**config.mk**
```make
export PLATFORM = sky130hd
export DESIGN_NAME = ex_stage_buffer3
export DESIGN_NICKNAME = d
export VERILOG_FILES = /design/src/rtl/cpu_pkg.sv /design/src/rtl/mul_div_iter.sv /design/src/rtl/ex_stage_buffer3.sv
export SDC_FILE = /design/constraint.sdc
export NUM_CORES = 1
export LEC_CHECK = 0
export CAP_MARGIN = 20
export CELL_PAD_IN_SITES_DETAIL_PLACEMENT = 0
export CELL_PAD_IN_SITES_GLOBAL_PLACEMENT = 2
export CORE_ASPECT_RATIO = 0.75
export CORE_MARGIN = 3
export CORE_UTILIZATION = 35
export CTS_CLUSTER_SIZE = 25
export DETAILED_ROUTE_END_ITERATION = 8
export HOLD_SLACK_MARGIN = 0.06
export PLACE_DENSITY = 0.87
export SYNTH_ARGS = -nofsm -noshare
export SYNTH_HDL_FRONTEND = slang
export SYNTH_SLANG_ARGS = --single-unit
```
**constraint.sdc**
```tcl
create_clock -name clk -period 3.35 [get_ports clk]
set_input_delay 0.335 -clock clk [delete_from_list [all_inputs] [get_ports clk]]
set_output_delay 0.335 -clock clk [all_outputs]
set_load 0.1 [all_outputs]
```
**src/rtl/cpu_pkg.sv**
```systemverilog
// Shared pipeline definitions: datapath width, ALU opcodes, EX-stage FSM states.
package cpu_pkg;

  localparam int DW  = 16;
  localparam int OPW = 4;

  localparam logic [OPW-1:0] OP_ADD   = 4'd0;
  localparam logic [OPW-1:0] OP_SUB   = 4'd1;
  localparam logic [OPW-1:0] OP_AND   = 4'd2;
  localparam logic [OPW-1:0] OP_OR    = 4'd3;
  localparam logic [OPW-1:0] OP_XOR   = 4'd4;
  localparam logic [OPW-1:0] OP_SLL   = 4'd5;
  localparam logic [OPW-1:0] OP_SRL   = 4'd6;
  localparam logic [OPW-1:0] OP_PASSB = 4'd7;
  localparam logic [OPW-1:0] OP_MUL   = 4'd8;
  localparam logic [OPW-1:0] OP_DIV   = 4'd9;

  typedef enum logic {
    IDLE = 1'b0,
    BUSY = 1'b1
  } ex_state_t;

endpackage

```
**src/rtl/mul_div_iter.sv**
```systemverilog
// Iterative unsigned shift-add multiplier / restoring divider, one radix-2 step per cycle.
// hi/lo present the value after the current step, so at done they already hold the final result.
module mul_div_iter
  import cpu_pkg::*;
(
  input  logic          clk,
  input  logic          rst_n,
  input  logic          start,
  input  logic          step,
  input  logic          isDiv,
  input  logic [DW-1:0] a,
  input  logic [DW-1:0] b,
  output logic          done,
  output logic [DW-1:0] hi,
  output logic [DW-1:0] lo
);

  logic [DW-1:0] r_hi;
  logic [DW-1:0] r_lo;
  logic [DW-1:0] r_b;
  logic          r_div;
  logic [3:0]    cnt;
  logic [DW:0]   mul_sum;
  logic [DW:0]   div_sh;
  logic          div_ge;

  // Operand latch on start, then advance partial product / remainder each step.
  always_ff @(posedge clk or negedge rst_n) begin
    if (!rst_n) begin
      r_hi  <= '0;
      r_lo  <= '0;
      r_b   <= '0;
      r_div <= 1'b0;
      cnt   <= '0;
    end else if (start) begin
      r_hi  <= '0;
      r_lo  <= a;
      r_b   <= b;
      r_div <= isDiv;
      cnt   <= '0;
    end else if (step) begin
      r_hi  <= hi;
      r_lo  <= lo;
      cnt   <= cnt + 4'd1;
    end
  end

  // Single radix-2 step: multiplier adds then shifts right, divider shifts left then trial-subtracts.
  always_comb begin
    mul_sum = {1'b0, r_hi} + (r_lo[0] ? {1'b0, r_b} : '0);
    div_sh  = {r_hi, r_lo[DW-1]};
    div_ge  = (div_sh >= {1'b0, r_b});
    if (r_div) begin
      hi = div_ge ? DW'(div_sh - {1'b0, r_b}) : div_sh[DW-1:0];
      lo = {r_lo[DW-2:0], div_ge};
    end else begin
      hi = mul_sum[DW:1];
      lo = {mul_sum[0], r_lo[DW-1:1]};
    end
  end

  assign done = (cnt == 4'd15);

endmodule

```
**src/rtl/ex_stage_buffer3.sv**
```systemverilog
// Execute stage: single-cycle ALU, multi-cycle MUL/DIV with upstream stall, EX/MEM register.
//   state | meaning
//   IDLE  | accepting; single-cycle ops complete here, MUL/DIV issue from here
//   BUSY  | iterative unit stepping; final result written at step 15
module ex_stage_buffer3
  import cpu_pkg::*;
(
  input  logic           clk,
  input  logic           rst_n,
  input  logic [DW-1:0]  aluIn1,
  input  logic [DW-1:0]  aluIn2,
  input  logic [DW-1:0]  op1Datas3,
  input  logic [15:0]    instructions3,
  input  logic [OPW-1:0] aluOp,
  input  logic           mux3sels3,
  input  logic           r0Writes3,
  input  logic           regWrites3,
  input  logic           wEnables3,
  input  logic           valid3,
  input  logic           flush,
  output logic           stallOut,
  output logic [DW-1:0]  aluResult4,
  output logic [DW-1:0]  r0Data4,
  output logic [DW-1:0]  op1Datas4,
  output logic [15:0]    instructions4,
  output logic           mux3sels4,
  output logic           r0Writes4,
  output logic           regWrites4,
  output logic           wEnables4,
  output logic           valid4,
  output logic           ovf4,
  output logic           divZero4
);

  ex_state_t     state, state_nxt;
  logic          stall_c, start, step, load_single, load_multi;
  logic          is_sub, b_zero, div_zero, multi;
  logic [DW-1:0] alu_res, r0_res;
  logic          alu_ovf;
  logic          md_done;
  logic [DW-1:0] md_hi, md_lo;
  logic [DW-1:0] h_op1;
  logic [15:0]   h_instr;
  logic          h_m3, h_r0w, h_rw, h_we;

  assign b_zero   = (aluIn2 == '0);
  assign div_zero = (aluOp == OP_DIV) && b_zero;
  assign multi    = valid3 && ((aluOp == OP_MUL) || ((aluOp == OP_DIV) && !b_zero));
  assign is_sub   = (aluOp == OP_SUB);

  // Single-cycle ALU result, overflow and divide-by-zero remainder.
  always_comb begin
    alu_res = '0;
    case (aluOp)
      OP_ADD:   alu_res = aluIn1 + aluIn2;
      OP_SUB:   alu_res = aluIn1 - aluIn2;
      OP_AND:   alu_res = aluIn1 & aluIn2;
      OP_OR:    alu_res = aluIn1 | aluIn2;
      OP_XOR:   alu_res = aluIn1 ^ aluIn2;
      OP_SLL:   alu_res = aluIn1 << aluIn2[3:0];
      OP_SRL:   alu_res = aluIn1 >> aluIn2[3:0];
      OP_PASSB: alu_res = aluIn2;
      OP_DIV:   alu_res = b_zero ? '1 : '0;
      default:  alu_res = '0;
    endcase
    alu_ovf = ((aluOp == OP_ADD) || is_sub) &&
              (aluIn1[DW-1] == (aluIn2[DW-1] ^ is_sub)) &&
              (alu_res[DW-1] != aluIn1[DW-1]);
    r0_res  = div_zero ? aluIn1 : '0;
  end

  mul_div_iter u_md (
    .clk   (clk),
    .rst_n (rst_n),
    .start (start),
    .step  (step),
    .isDiv (aluOp == OP_DIV),
    .a     (aluIn1),
    .b     (aluIn2),
    .done  (md_done),
    .hi    (md_hi),
    .lo    (md_lo)
  );

  // FSM state register.
  always_ff @(posedge clk or negedge rst_n) begin
    if (!rst_n) state <= IDLE;
    else        state <= state_nxt;
  end

  // Next state, stall and EX/MEM load selects; flush overrides everything.
  always_comb begin
    state_nxt   = state;
    stall_c     = 1'b0;
    start       = 1'b0;
    step        = 1'b0;
    load_single = 1'b0;
    load_multi  = 1'b0;
    if (flush) begin
      state_nxt = IDLE;
    end else begin
      case (state)
        IDLE: begin
          if (multi) begin
            stall_c   = 1'b1;
            start     = 1'b1;
            state_nxt = BUSY;
          end else begin
            load_single = 1'b1;
          end
        end
        BUSY: begin
          step = 1'b1;
          if (md_done) begin
            load_multi = 1'b1;
            state_nxt  = IDLE;
          end else begin
            stall_c = 1'b1;
          end
        end
        default: state_nxt = IDLE;
      endcase
    end
  end

  assign stallOut = stall_c && rst_n;

  // Capture forwarded fields at issue so the result pairs with its own instruction.
  always_ff @(posedge clk or negedge rst_n) begin
    if (!rst_n) begin
      h_op1   <= '0;
      h_instr <= '0;
      {h_m3, h_r0w, h_rw, h_we} <= '0;
    end else if (start) begin
      h_op1   <= op1Datas3;
      h_instr <= instructions3;
      {h_m3, h_r0w, h_rw, h_we} <= {mux3sels3, r0Writes3, regWrites3, wEnables3};
    end
  end

  // EX/MEM register; anything other than a completed op loads a bubble (flags cleared, data held).
  always_ff @(posedge clk or negedge rst_n) begin
    if (!rst_n) begin
      aluResult4    <= '0;
      r0Data4       <= '0;
      op1Datas4     <= '0;
      instructions4 <= '0;
      {mux3sels4, r0Writes4, regWrites4, wEnables4, valid4, ovf4, divZero4} <= '0;
    end else if (load_multi) begin
      aluResult4    <= md_lo;
      r0Data4       <= md_hi;
      op1Datas4     <= h_op1;
      instructions4 <= h_instr;
      {mux3sels4, r0Writes4, regWrites4, wEnables4} <= {h_m3, h_r0w, h_rw, h_we};
      {valid4, ovf4, divZero4} <= 3'b100;
    end else if (load_single && valid3) begin
      aluResult4    <= alu_res;
      r0Data4       <= r0_res;
      op1Datas4     <= op1Datas3;
      instructions4 <= instructions3;
      {mux3sels4, r0Writes4, regWrites4, wEnables4} <= {mux3sels3, r0Writes3, regWrites3, wEnables3};
      {valid4, ovf4, divZero4} <= {1'b1, alu_ovf, div_zero};
    end else begin
      {mux3sels4, r0Writes4, regWrites4, wEnables4, valid4, ovf4, divZero4} <= '0;
    end
  end

endmodule

```
-- Yosys cells after proc, flatten, opt, wreduce, memory -nomap -nowiden
Cells that the tools add are included.
- add/subtract/negate cells: 5
- order comparisons: 1
- eq/ne operators: 12
- shifts and indexed selects: 2
- multiplexer cells: 49
- bitwise operators: 5
- reduce and logical (&&, ||, !) cells: 14
- operators with widths (cell ; count):
    $mux W16 ; 18
    $pmux W16 S9 ; 1
    $sub A16 B16 Y16 ; 2
    $mux W1 ; 27
    $add A16 B16 Y17 ; 1
    $ge A17 B16 Y1 ; 1
    $add A16 B16 Y16 ; 1
    $and A16 B16 Y16 ; 1
    $eq A4 B3 Y1 const B ; 4
    $logic_not A16 Y1 ; 1
    $or A16 B16 Y16 ; 1
    $shl A16 B4 Y16 ; 1
    $shr A16 B4 Y16 ; 1
    $xor A16 B16 Y16 ; 1
    $eq A4 B4 Y1 const B ; 3
    $eq A4 B2 Y1 const B ; 2
    $mux W4 ; 2
    $logic_and A1 B1 Y1 ; 7
    $add A4 B1 Y4 const B ; 1
    $eq A4 B1 Y1 const B ; 1
    $logic_not A4 Y1 ; 1
    $reduce_bool A2 Y1 ; 2
    $logic_or A1 B1 Y1 ; 2
    $pmux W1 S2 ; 1
    5 further kinds ; 5
- bits in registers: 161
- bits of input ports: 76
- output and inout port bits: 72

-- Depth between registers and ports, before layout
Gate-level depths: netlist of run 1.
- word-level depth: 11
- gate-level depth with buffers: 17
- mapped depth without buffers: 15

-- Hierarchy
Synthesis of run 1 repeated with hierarchy kept, for this count alone.
- cells, all modules: 1403
- area, all modules: 12497.0 um^2
- by module, submodules not included (module ; times used ; cells each ; area each (um^2) ; sequential area each (um^2)):
    ex_stage_buffer3 ; 1 ; 885 ; 8117.8 ; 2702.6
    mul_div_iter ; 1 ; 518 ; 4379.2 ; 1326.3

-- Worst setup path after synthesis of run 1
Ideal clock, no wire load.
- kind: input port to output port
- start point: input port aluIn2[0]
- end point: output port stallOut
- data arrival time: 3.140 ns
- required time: 3.015 ns
- path slack: -0.125 ns
- cell stages on the path: 12
- cells stage by stage: clkbuf_1 inv_2 buf_1 ha_1 nand4_1 nor3_4 a21boi_2 a21oi_1 or2_2 clkbuf_1 a41oi_1 and2_1
- longest elaborated chain between the ends: 9
- ends and longest elaborated chain (item ; RTL line ; RTL):
    start: declaration ; ex_stage_buffer3.sv:11 ; input logic [DW-1:0] aluIn2,
    $logic_not A16 Y1 ; ex_stage_buffer3.sv:46 ; assign b_zero = (aluIn2 == '0);
    $logic_not A1 Y1 ; ex_stage_buffer3.sv:48 ; assign multi = valid3 && ((aluOp == OP_MUL) || ((aluOp == OP_DIV) && !b_zero));
    $logic_and A1 B1 Y1 ; ex_stage_buffer3.sv:48 ;
    $logic_or A1 B1 Y1 ; ex_stage_buffer3.sv:48 ;
    $logic_and A1 B1 Y1 ; ex_stage_buffer3.sv:48 ;
    $mux W1 ; ex_stage_buffer3.sv:104 ; if (multi) begin
    $pmux W1 S2 ; ex_stage_buffer3.sv:102 ; case (state)
    $mux W1 ; ex_stage_buffer3.sv:99 ; if (flush) begin
    net stall_c ; ex_stage_buffer3.sv:36 ; logic stall_c, start, step, load_single, load_multi;
    $logic_and A1 B1 Y1 ; ex_stage_buffer3.sv:126 ; assign stallOut = stall_c && rst_n;
    end: declaration ; ex_stage_buffer3.sv:21 ; output logic stallOut,
The timed path passes the listed nets, and every way through them passes these cells.

-- Final worst setup path of run 1
Same ends and word-level chain as after synthesis.

==> impl_metrics.py, run 1 <==
metrics = {
    "timing": {
        "worst_pin_slew_ps": 1080,
        "clock.fmax_mhz": 306,
        "setup-violations-final": 0,
        "period_needed_ps": 3260,
        "finalSetupTns_ps": 0,
        "whs_ps": 409,
        "hold_viol_final": 0,
        "worst_slack_ps": 87.3,
        "slew_headroom_pct": 27.9,
        "finalCritPeriodShare_pct": 97.4,
        "rsz0062_at_grt": "true",
        "slew_violations": 0,
        "skew_ps": 16.2,
    },
    "finish": {
        "seqCellArea_um2": 4030,
        "final_cells": 2051,
        "multi_input_area_um2": 7490,
        "antennaDiodeCount": 0,
        "drive_above_1_share_pct": 16.3,
        "areaGrowthSynthToFinish_pct": 29.2,
        "fillers": 3322,
        "final_area_um2": 15500,
        "utilization_pct": 46.2,
        "fin_nets": 1749,
    },
    "global_route": {
        "gr-usage-met1_pct": 36.5,
        "grt_remaining_overflow": 0,
        "grt_max_degree": 109,
        "grt_pass1_vias": 11004,
        "busiest_layer": "met1",
        "met3_usage_pct": 4.01,
        "grt_pass1_wl_um": 68100,
        "grt_antenna_before_repair": 0,
        "grt_util_met2_pct": 35.1,
        "grt_use_total_pct": 23.9,
    },
    "synthesis": {
        "netlist_instances": 1377,
        "synth_seq_cells": 161,
        "synthArstFlopShare_pct": 100,
        "synth_common_cells": "nand2_1 (178), dfrtp_1 (161), o21ai_0 (115)",
        "ys.warnings.count": 0,
        "synthTopCellsByArea": "dfrtp_1 (33%), ha_1 (8.5%), nand2_1 (5.6%)",
        "syn_avg_cell_area_um2": 8.74,
        "syn-num-nets": 1538,
        "syn-cell-area_um2": 12000,
        "yosysMostFrequentCell": "nand2_1",
        "synth.distinct_cells": 71,
        "synth_ff_type": "dfrtp_1",
        "seq_area_frac_synth_pct": 33.5,
        "synth_largest_area_cell": "dfrtp_1",
        "synth_top_area_share_pct": 33.5,
        "synth-edff-count": 0,
    },
    "job": {
        "max_cap_viol_count": 0,
    },
    "cts": {
        "cts-buffers-inserted": 17,
        "cts_tree": "built",
        "cts.path.max_buffers": 2,
        "clkTransAtPathRegs_ps": 80,
        "cts-root-buf": "clkbuf_16",
        "clock_sinks": 161,
        "htreeDepth": 4,
        "clock_latency_ps": 440,
    },
    "detailed_routing": {
        "detail-route-antenna-nets": 0,
        "vias": 11450,
        "drt_wl_total_um": 44500,
        "drtIter0Drc": 1061,
        "drt_first_pass_iters": 5,
        "vias_per_cell": 5.58,
        "drc_errors": 0,
        "routedWlPerCell_um": 21.7,
    },
    "placement": {
        "post-place-ws_ps": -544,
        "placed_cell_area_um2": 14800,
        "dp_cells": 2016,
        "gp_congestion": 0.962,
        "dp_hpwl_um": 33600,
        "port_buffers": 147,
    },
    "critical_path": {
        "path_cells": "clkdlybuf4s50_1 > inv_2 > ha_1 > buf_4 > nand4_1 > buf_4 > nor3_4 > a21boi_2 > buf_12 > a21oi_1 > or2_2 > a41oi_2 > and2_2 > buf_12",
        "required_ps": 3010,
        "crit_path_end_kind": "output port",
        "criticalPathCategory": "input port to output port",
        "path_max_fanout": 4,
        "crit_arrival_ps": 2930,
        "startpoint_type": "input port",
        "crit_slowest_cell": "clkdlybuf4s50_1",
        "max_stage_delay_ps": 530,
    },
    "min_path": {
        "hold_path_class": "input port to async pin",
    },
    "floorplanning": {
        "start_util_pct": 35.7,
        "ios": 148,
        "rows": 58,
        "die_width_um": 220,
        "die_area_um2": 36700,
        "die_h_um": 167,
        "core_um2": 33700,
    },
    "status": {
        "status": "finished, final reports clean",
    },
    "power_and_ir_drop": {
        "finalPower_mw": 8.58,
        "p_leak_nw": 7.01,
        "p_per_area_nw_per_um2": 552,
        "peakVddDrop_mv": 0.344,
    },
}
[report_power, final]
part	internal, mW	switching [mW]	total (mW)
clock network	1.02	0.991	2.01
logic	1.54	2.38	3.92
registers	2.31	0.335	2.65
[sequential cells by signal, summed over array words and instances, names as in the netlist, 4 cells and up]
| signal | flops |
|---|---|
| u_md.r_b | 16 |
| h_instr | 16 |
| r0Data4 | 16 |
| u_md.r_lo | 16 |
| op1Datas4 | 16 |
| h_op1 | 16 |
| instructions4 | 16 |
| aluResult4 | 16 |
| u_md.r_hi | 16 |
| u_md.cnt | 4 |
[path summary, 6_finish.rpt]
kind / from / endpoint / slack, ps / cells past startpoint
max reg2reg: u_md.r_lo[0] / u_md.r_hi[14] / 170 / 13
min: rst_n / r0Data4[3] / 410 / 2
min in group clk: op1Datas4[15] / op1Datas4[15] / 470 / 2
max: aluIn2[0] / stallOut / 90 / 14
min reg2reg: op1Datas4[15] / op1Datas4[15] / 470 / 2
max in group asynchronous: rst_n / u_md.r_b[5] / 1950 / 3
[critical path: cells and delay by family]
family	cells	cell delay (ps)
and+or+nand+nor	4	660
buffers and inverters	6	1220
adders and majority gates	1	230
AOI/OAI and AO/OA	3	480
[kinds of logic after synthesis]
logic type      share of synthesized area (%)
fa+ha+maj                                9.03
mux                                      10.1
compound gates                           23.2
xor+xnor                                 3.86
buf+inv                                  5.20
flops                                    33.5
simple gates                             15.1
[timing repair]
| action | in CTS | in global routing |
|---|---|---|
| endpoints found under the hold margin | 53 | 0 |
| resized for setup | 5 | 21 |
| setup buffers | 0 | 2 |
| hold buffers | 1 | 0 |
| pin swaps | 0 | 6 |
| endpoints found under the setup margin | 4 | 20 |
[per-layer routing]
layer,vias to the layer above,wire (µm)
met1,5576,21500
met5,-,0
met4,0,853
met2,425,18900
li1,5394,-
met3,55,3250
[layout make-up]
class                   instances  area share, %
well taps                     450           3.62
clock inverters                15           1.19
multi-input cells            1066           48.2
inverters                      66           1.59
clock buffers                  17           2.74
flip-flops and latches        161           25.9
repair buffers                276           16.7
[cell usage in the layout (no fill, tap or decap), drive strengths merged, types with 57 or more instances in the layout]
master | synthesis | layout
a21oi | 101 | 101
a22oi | 72 | 72
buf | 31 | 131
clkdlybuf4s50 | 0 | 144
dfrtp | 161 | 161
ha | 82 | 82
inv | 64 | 72
mux2 | 57 | 57
nand2 | 178 | 178
nor2 | 92 | 92
o21ai | 115 | 115
(Power assumes the default switching activity.)
==> run 2: changes to the inputs <==
--- a/config.mk
+++ b/config.mk
@@ -15,6 +15,7 @@
 export DETAILED_ROUTE_END_ITERATION = 8
 export HOLD_SLACK_MARGIN = 0.06
 export PLACE_DENSITY = 0.87
+export REMOVE_ABC_BUFFERS = 1
 export SYNTH_ARGS = -nofsm -noshare
 export SYNTH_HDL_FRONTEND = slang
 export SYNTH_SLANG_ARGS = --single-unit
==> run 2 against run 1 <==
Global-route usage increased by 1.4 points. Worst setup slack improved by 14 ps. Largest cell class unchanged. Flip-flop and latch count unchanged. Clock power about the same. Sequential power about the same. Critical endpoint is now aluResult4[7]. Fmax increased by 0.42%. Routed wire length increased by 6.1%. Worst hold slack improved by 2.7 ps.
==> impl_metrics.py, run 2 (same netlist as run 1, synthesis figures left out) <==
metrics = {
    "global_route": {
        "grt_pass1_vias": 11274,
        "grt_max_degree": 67,
        "grt_remaining_overflow": 0,
        "grt_pass1_wl_um": 70600,
        "grt_antenna_before_repair": 1,
        "grt_use_total_pct": 25.3,
    },
    "detailed_routing": {
        "drt_first_pass_iters": 5,
        "vias": 11692,
        "drtIter0Drc": 1211,
        "drc_errors": 0,
        "detail-route-antenna-nets": 0,
        "vias_per_cell": 5.68,
        "routedWlPerCell_um": 22.9,
        "drt_wl_total_um": 47200,
    },
    "timing": {
        "whs_ps": 412,
        "clock.fmax_mhz": 308,
        "worst_pin_slew_ps": 1060,
        "slew_violations": 0,
        "worst_slack_ps": 101,
        "skew_ps": 23.3,
        "setup-violations-final": 0,
        "hold_viol_final": 0,
        "period_needed_ps": 3250,
        "finalCritPeriodShare_pct": 97.0,
        "slew_headroom_pct": 29.2,
    },
    "floorplanning": {
        "ios": 148,
        "die_width_um": 220,
        "die_area_um2": 36700,
        "core_um2": 33700,
        "rows": 58,
        "die_h_um": 167,
        "start_util_pct": 35.7,
    },
    "critical_path": {
        "criticalPathCategory": "input port to register",
        "startpoint_type": "input port",
        "crit_arrival_ps": 3560,
        "max_stage_delay_ps": 510,
        "path_cells": "clkdlybuf4s50_1 > or3b_2 > nand2b_4 > nor2_1 > a21o_1 > inv_1 > ha_1 > nor2b_2 > o2111ai_2 > and2_1 > nand2_1 > o21ai_0 > xnor2_1 > a2111oi_1 > buf_4 > o22ai_1",
        "crit_buf_inv": 3,
        "path_max_fanout": 5,
        "crit_slowest_cell": "or3b_2",
        "required_ps": 3660,
        "crit_family": "simple AND/OR/NAND/NOR gates",
        "crit_path_end_kind": "register",
    },
    "placement": {
        "dp_hpwl_um": 35500,
        "placed_cell_area_um2": 14800,
        "dp_cells": 2022,
        "gp_congestion": 0.953,
        "port_buffers": 147,
        "post-place-ws_ps": -581,
    },
    "finish": {
        "final_cell_mix": "nand2_1 (178), dfrtp_1 (160), clkdlybuf4s50_1 (144)",
        "areaGrowthSynthToFinish_pct": 29.0,
        "final_area_um2": 15500,
        "seqCellArea_um2": 4030,
        "antennaDiodeCount": 0,
        "fillers": 3266,
        "layout_commonest_cell": "nand2_1",
        "fin_nets": 1756,
        "drive_above_1_share_pct": 16.5,
        "utilization_pct": 46.1,
        "final_cells": 2058,
        "multi_input_area_um2": 7480,
    },
    "job": {
        "max_cap_viol_count": 0,
    },
    "power_and_ir_drop": {
        "peakVddDrop_mv": 0.353,
        "p_leak_nw": 7.01,
        "p_per_area_nw_per_um2": 558,
    },
    "cts": {
        "clkTransAtPathRegs_ps": 70,
        "clock_latency_ps": 450,
        "cts-buffers-inserted": 17,
        "cts.path.max_buffers": 2,
        "clock_sinks": 161,
        "cts-root-buf": "clkbuf_16",
        "cts_tree": "built",
        "htreeDepth": 4,
    },
    "status": {
        "status": "finished, final reports clean",
    },
    "min_path": {
        "hold_path_class": "input port to async pin",
    },
}
[run 2: final cells by class]
type / count / area share [%]
Sequential cell: 161 / 26.0
Tap cell: 450 / 3.63
Multi-Input combinational cell: 1066 / 48.2
Timing Repair Buffer: 283 / 16.7
Clock inverter: 14 / 1.05
Clock buffer: 18 / 2.83
Inverter: 66 / 1.60
[run 2: final timing paths]
kind | slack, ps | startpoint | endpoint | cells after the start
max reg2reg | 150 | u_md.r_lo[15] | u_md.r_hi[12] | 15
min reg2reg | 480 | instructions4[11] | instructions4[11] | 2
max in group asynchronous | 1910 | rst_n | instructions4[3] | 3
max | 100 | aluOp[0] | aluResult4[7] | 16
min | 410 | rst_n | op1Datas4[7] | 2
min in group clk | 480 | instructions4[11] | instructions4[11] | 2
[run 2: metrics by stage]
stage | power (mW) | TNS [ps]
floorplan | 5.17 | -124820
global placement | 6.51 | -5420
detailed placement | 6.55 | -6200
CTS | 8.61 | 0
global route | 9.15 | -39.9
finish | 8.66 | 0
[run 2: worst reg2reg max path: stages, from the launching register on]
cell      delay [ps]
dfrtp_1          410
inv_1            130
ha_1             230
inv_1             70
fa_1             420
a21oi_2          200
o22ai_1          150
o41ai_2          320
buf_4            180
o21bai_1          70
a21oi_1          180
xnor2_1           90
mux2i_1          190
o21ai_0          100
buf_4            170
a22o_1           190
[run 2: power by group]
part / leakage (nW) / internal, mW / switching, mW
registers: 2.06 / 2.31 / 0.313
clock network: 0.286 / 1.08 / 0.935
logic: 4.66 / 1.56 / 2.45
total: 7.01 / 4.96 / 3.70
[run 2: metal layers]
metal	routed length [µm]	track usage, %	vias up
met1	22000	38.3	5713
met2	20100	37.3	519
met3	4010	4.60	63
li1	-	-	5395
met4	986	6.27	2
met5	11	0	-
[run 2: timing repair]
action	4_1_cts	5_1_grt
hold buffers	1	0
gates cloned	0	0
pin swaps	1	3
endpoints found under the hold margin	49	0
buffers inserted	0	3
setup endpoints to repair	11	24
gates resized for setup	5	22
